===== config.mk =====
export PLATFORM = sky130hd
export DESIGN_NAME = demux_4_tdm
export DESIGN_NICKNAME = d
export VERILOG_FILES = /design/src/rtl/demux_4_tdm.sv
export SDC_FILE = /design/constraint.sdc
export NUM_CORES = 1
export LEC_CHECK = 0
export CORE_AREA = 2 2 39 41
export DETAILED_ROUTE_END_ITERATION = 8
export DIE_AREA = 0 0 41 43
export HOLD_SLACK_MARGIN = 0.06
export PLACE_DENSITY = 0.73
export SLEW_MARGIN = 0
export SYNTH_ARGS = -nofsm -noshare
export SYNTH_HDL_FRONTEND = slang
export SYNTH_SLANG_ARGS = --single-unit

===== constraint.sdc =====
create_clock -name clk -period 3.2 [get_ports clk]
set_clock_uncertainty 0.2 [all_clocks]
set_input_delay 0.32 -clock clk [delete_from_list [all_inputs] [get_ports clk]]
set_output_delay 0.32 -clock clk [all_outputs]
set_load 0.01 [all_outputs]

===== src/rtl/demux_4_tdm.sv =====
// Time-division 1:4 demultiplexer: tracks the slot index of a serial stream with
// four slots per frame and presents each complete frame as parallel registered outputs.
module demux_4_tdm #(
  parameter int WIDTH = 1
) (
  input  logic             clk,
  input  logic             rst,
  input  logic [WIDTH-1:0] din,
  input  logic             din_valid,
  input  logic             sof,
  output logic [WIDTH-1:0] y0,
  output logic [WIDTH-1:0] y1,
  output logic [WIDTH-1:0] y2,
  output logic [WIDTH-1:0] y3,
  output logic             s1,
  output logic             s0,
  output logic             frame_valid,
  output logic             frame_err
);

  typedef enum logic {IDLE, COLLECT} state_t;

  state_t           state, state_next;
  logic [1:0]       cnt, cnt_next;
  logic             fv_next, fe_next;
  logic             load_sh0, load_sh1, load_sh2, load_y;
  logic [WIDTH-1:0] sh0, sh1, sh2;

  assign s1 = cnt[1];
  assign s0 = cnt[0];

  always_comb begin
    state_next = state;
    cnt_next   = cnt;
    fv_next    = 1'b0;
    fe_next    = 1'b0;
    load_sh0   = 1'b0;
    load_sh1   = 1'b0;
    load_sh2   = 1'b0;
    load_y     = 1'b0;
    if (din_valid) begin
      case (state)
        IDLE: begin
          if (sof) begin
            load_sh0   = 1'b1;
            cnt_next   = 2'd1;
            state_next = COLLECT;
          end
        end
        COLLECT: begin
          // sof always restarts the frame, even in the slot-3 position
          if (sof) begin
            fe_next  = 1'b1;
            load_sh0 = 1'b1;
            cnt_next = 2'd1;
          end else if (cnt == 2'd3) begin
            load_y     = 1'b1;
            fv_next    = 1'b1;
            cnt_next   = 2'd0;
            state_next = IDLE;
          end else begin
            load_sh1 = (cnt == 2'd1);
            load_sh2 = (cnt == 2'd2);
            cnt_next = cnt + 2'd1;
          end
        end
        default: begin
          state_next = IDLE;
          cnt_next   = 2'd0;
        end
      endcase
    end
  end

  always_ff @(posedge clk) begin
    if (rst) begin
      state       <= IDLE;
      cnt         <= 2'd0;
      frame_valid <= 1'b0;
      frame_err   <= 1'b0;
      y0          <= '0;
      y1          <= '0;
      y2          <= '0;
      y3          <= '0;
    end else begin
      state       <= state_next;
      cnt         <= cnt_next;
      frame_valid <= fv_next;
      frame_err   <= fe_next;
      if (load_y) begin
        y0 <= sh0;
        y1 <= sh1;
        y2 <= sh2;
        y3 <= din;
      end
    end
  end

  // Shadow slots are always written before they are read, so they carry no reset.
  always_ff @(posedge clk) begin
    if (load_sh0) sh0 <= din;
    if (load_sh1) sh1 <= din;
    if (load_sh2) sh2 <= din;
  end

endmodule


## Yosys cells after proc, flatten, opt, wreduce, memory -nomap -nowiden

Index checks and enable logic that the tools add are counted.

- Output and inout port bits: 8
- Logic and storage cells: 41
- Register bits after elaboration: 12

- Add/subtract/negate cells: 1
- Multiplexer cells: 21
- Equal/unequal tests: 4
- Reduce and logical (&&, ||, !) cells: 2
- Bitwise logic cells: 2

Operators with widths:

| operator | count |
|---|---|
| two-way mux 1 bit | 16 |
| two-way mux 2 bit | 3 |
| equality test 2 bit, second input constant | 2 |
| case mux 2 bit (2 select lines) | 1 |
| OR reduction 3 bit | 1 |
| adder 2 x 1 -> 2 bit, second input constant | 1 |
| equality test 2 x 1 -> 1 bit, second input constant | 1 |
| != test 2 bit, second input constant | 1 |
| NOT 1 bit | 2 |
| case mux 1 bit (2 select lines) | 1 |
| AND reduction 2 bit | 1 |

## Longest topological paths before layout

- Depth in word-level cells: 5
- Depth in mapped cells: 4
- Gate-level depth less buffers: 4

## Worst setup path before layout

Ideal clock, no wire load.

- Path kind: register -> register
- From: reg cnt[0]
- To: reg y0
- Slack: 1.856 ns
- Arrival time: 1.072 ns
- Period minus slack after synthesis: 1.344 ns
- Required time: 2.928 ns
- Stages on the path, launching flop included: 5
- Cells stage by stage: dfxtp_1 ha_1 and4b_1 buf_6 mux2i_1

- Cells in the longest elaborated chain, start to end: 5

Ends and longest elaborated chain:

| element | line | text |
|---|---|---|
| start, declared | 24 | `logic [1:0] cnt, cnt_next;` |
| start signal, assigned | 87 | `cnt <= cnt_next;` |
| equality test 2 bit | 56 | `end else if (cnt == 2'd3) begin` |
| two-way mux 1 bit | 56 |  |
| two-way mux 1 bit | -- |  |
| two-way mux 1 bit | 42 | `case (state)` |
| two-way mux 1 bit | 41 | `if (din_valid) begin` |
| end signal, assigned | 81 | `y0 <= '0;` |
| end signal, assigned | 91 | `y0 <= sh0;` |
| end, declared | 11 | `output logic [WIDTH-1:0] y0,` |

Every way passes these cells.
A chain may end at the register's enable or synchronous reset.

## Final worst setup path

- From: reg cnt[0]
- To: out s0

RTL lines:

| element | line | text |
|---|---|---|
| end, declared | 16 | `output logic s0,` |

No word-level cell between the ends.

==> impl_results.md <==
- Hold Crit Start: y1
- GPL Wtd Cong: 0.679
- Sequential area share after synthesis: 50.0%
- Layout cell share with drive strength beyond 1: 9.52%
- Synth top area share: 33.3%
- Core area: 0.00138 mm^2
- Unrepaired setup endpoints after global routing: false
- I/O pin cnt: 13
- Layout area overhead: 29.9%
- Critical Path Max Stage Delay: 0.57 ns
- GR met2 Demand/Resource: 18.1%
- N_diodes: 0
- Setup-failing EPs final: 0
- Cell count after synthesis: 49
- Die W: 41 um
- Largest net degree at the start of global routing: 15
- Post-CTS Resized: 0
- Die ar.: 0.00176 mm^2
- CTS max path bufs: 2
- Synth top area cells: dfxtp_1, edfxtp_1, nand2b_1
- # clock sinks: 12
- Stages on worst setup path: 1
- Syn_area_per_cell: 11.0 um^2
- CP Buf/Inv Count: 1
- Slowest stage cell on the critical path: clkdlybuf4s50_1
- Sequential share of power: 53.5%
- Max transition margin: 75.1%
- Post-synthesis cell area: 541 um^2
- Crit path from: cnt[0]
- Total power: 302 uW
- MaxCap Viol Count: 0
- Critical Path RT: 2.68 ns
- Status: completed
- Post-CTS setup buffers: 0
- GR Util met1: 13.3%
- Startpoint class of the critical path: register
- P_int: 242 uW
- Final wirelength: 817 um
- Yosys top cell by area: dfxtp_1
- CP endpoint kind: output pin
- Vias in the first global route: 360
- Clock root buffer: clkbuf_4
- CP Class: register to output pin
- Number of synthesized flops with an enable pin: 3
- Initial antenna violation count: 0
- Max Freq: 563 MHz
- Htree depth: 1
- Met3 usage: 3.14%
- Hold Fails Final Rpt: 0
- Hold crit path type: register to register
- Hold Crit Depth: 2
- Worst slew pin tran: 0.373 ns
- Vias per inst: 4.86
- Reg clk slew, reported paths: 0.07 ns
- Delay-heaviest family, CP: buffers and inverters
- Ys async rst share: 0%
- P per Cell Area: 431 mW/mm^2
- Initial Utilization: 39.1%
- Hpwl dp: 590 um
- GRT Total Usage: 12.1%
- Router iterations before antenna repair: 1
- CTS tree: yes
- Worst Path Arrival: 1.26 ns
- Tmin final: 1.78 ns
- # DRC: 0
- Remaining antenna violation count: 0
- Wire per inst: 10.3 um
- Net Count, Synth: 57
- Count of pins over their slew limit: 0
- Psw: 60.4 uW
- Switching share of power: 20.0%
- Row count: 14
- Clock buffer count from CTS: 3
- DRT iter0 DRCs: 0
- DR vias: 384
- Pleak: 0.260 nW
- Most instantiated cells after synthesis: dfxtp_1, nand2b_1, inv_1
- Reg2Reg Depth: 3
- Yosys warning count: 0
- Port Buffer Count: 12
- Grt ovf: 0
- CP cell instances: clkdlybuf4s50_1
- Library cells used by synthesis: 20
- Final TNS setup: 0 ns
- Fin crit share: 55.5%
- Final-stage net count: 72
- Top Usage Layer GRT: met2
- Die height: 43 um
- Synthesized flop and latch total: 12
- RR Startpoint: cnt[0]
- Clock power share: 38.6%
- CP Max Fanout: 6
- Combinational share of power: 7.9%
- VDD IR max: 204 uV
- Worst skew pair latency: 0.26 ns
- Cts hold-fix bufs: 0
- First-pass GRT wire length: 1390 um
- Synth Flop Type: dfxtp_1
==> power groups by stage <==
stage | clock network [mW] | registers [mW] | logic (mW)
3_5_place_dp | 0 | 0.165 | 0.0242
3_3_place_gp | 0 | 0.165 | 0.0239
5_1_grt | 0.127 | 0.162 | 0.0265
4_1_cts | 0.123 | 0.162 | 0.0242
2_1_floorplan | 0 | 0.165 | 0.0123
6_report | 0.117 | 0.162 | 0.0238
==> cell type report <==
| class | count | area [um^2] |
|---|---|---|
| Fill cell | 148 | 682 |
| Inverter | 5 | 18.8 |
| Tap cell | 16 | 20.0 |
| Timing Repair Buffer | 12 | 120 |
| Multi-Input combinational cell | 30 | 236 |
| Clock buffer | 4 | 36.3 |
| Sequential cell | 12 | 270 |
==> state kept, by name (all words and copies together) (netlist names) <==
name	cells
frame_valid	1
y2	1
sh2	1
y3	1
frame_err	1
sh1	1
y1	1
cnt	2
y0	1
sh0	1
state	1
==> worst paths after layout <==
| path | end | slack [ns] |
|---|---|---|
| setup / recovery | s0 | 1.42 |
| hold / removal | y1 | 0.28 |
| setup reg to reg | y3 | 1.70 |
| hold reg to reg | y1 | 0.28 |
==> worst register-to-register path, stage by stage (launching register included) <==
cell     delay, ns
dfxtp_1       0.42
ha_1          0.22
and4b_1       0.36
mux2i_1       0.22
==> through the flow <==
step / std cells / setup WS [ns] / hold WS (ns) / cell area (um^2) / util (%)
2_1_floorplan: 49 / 1.86 / 0.219 / 541 / -
3_3_place_gp: 75 / 1.43 / 0.267 / 666 / 48.1
3_5_place_dp: 75 / 1.39 / 0.265 / 666 / 48.1
4_1_cts: 79 / 1.41 / 0.281 / 702 / 50.7
5_1_grt: 79 / 1.38 / 0.309 / 702 / 50.7
6_report: 79 / 1.42 / 0.278 / 702 / 50.7
==> cells by family after synthesis <==
logic type,Yosys count,share of synthesized area [%]
and+or+nand+nor,17,20.6
DFF,12,50.0
buffers and inverters,7,6.25
AOI/OAI and AO/OA,6,8.80
muxes,4,7.41
adders and majority gates,3,6.95
==> cell usage in the layout (no fill, tap or decap), drive strengths merged <==
cell type,instances
inv,5
o21a,1
mux2i,4
edfxtp,3
nand3b,1
a21bo,2
a31oi,1
clkdlybuf4s50,12
dfxtp,9
nor2,2
a21oi,1
nor3b,1
nand2,1
nand4bb,1
o32ai,1
and4b,1
ha,3
nand2b,9
and2b,1
clkbuf,4
==> per-layer routing <==
| metal | vias up | wire, um |
|---|---|---|
| li1 | 194 | - |
| met1 | 178 | 360 |
| met2 | 10 | 399 |
| met3 | 2 | 44 |
| met4 | 0 | 12 |
| met5 | - | 0 |
Power figures use the tool's default switching activity.
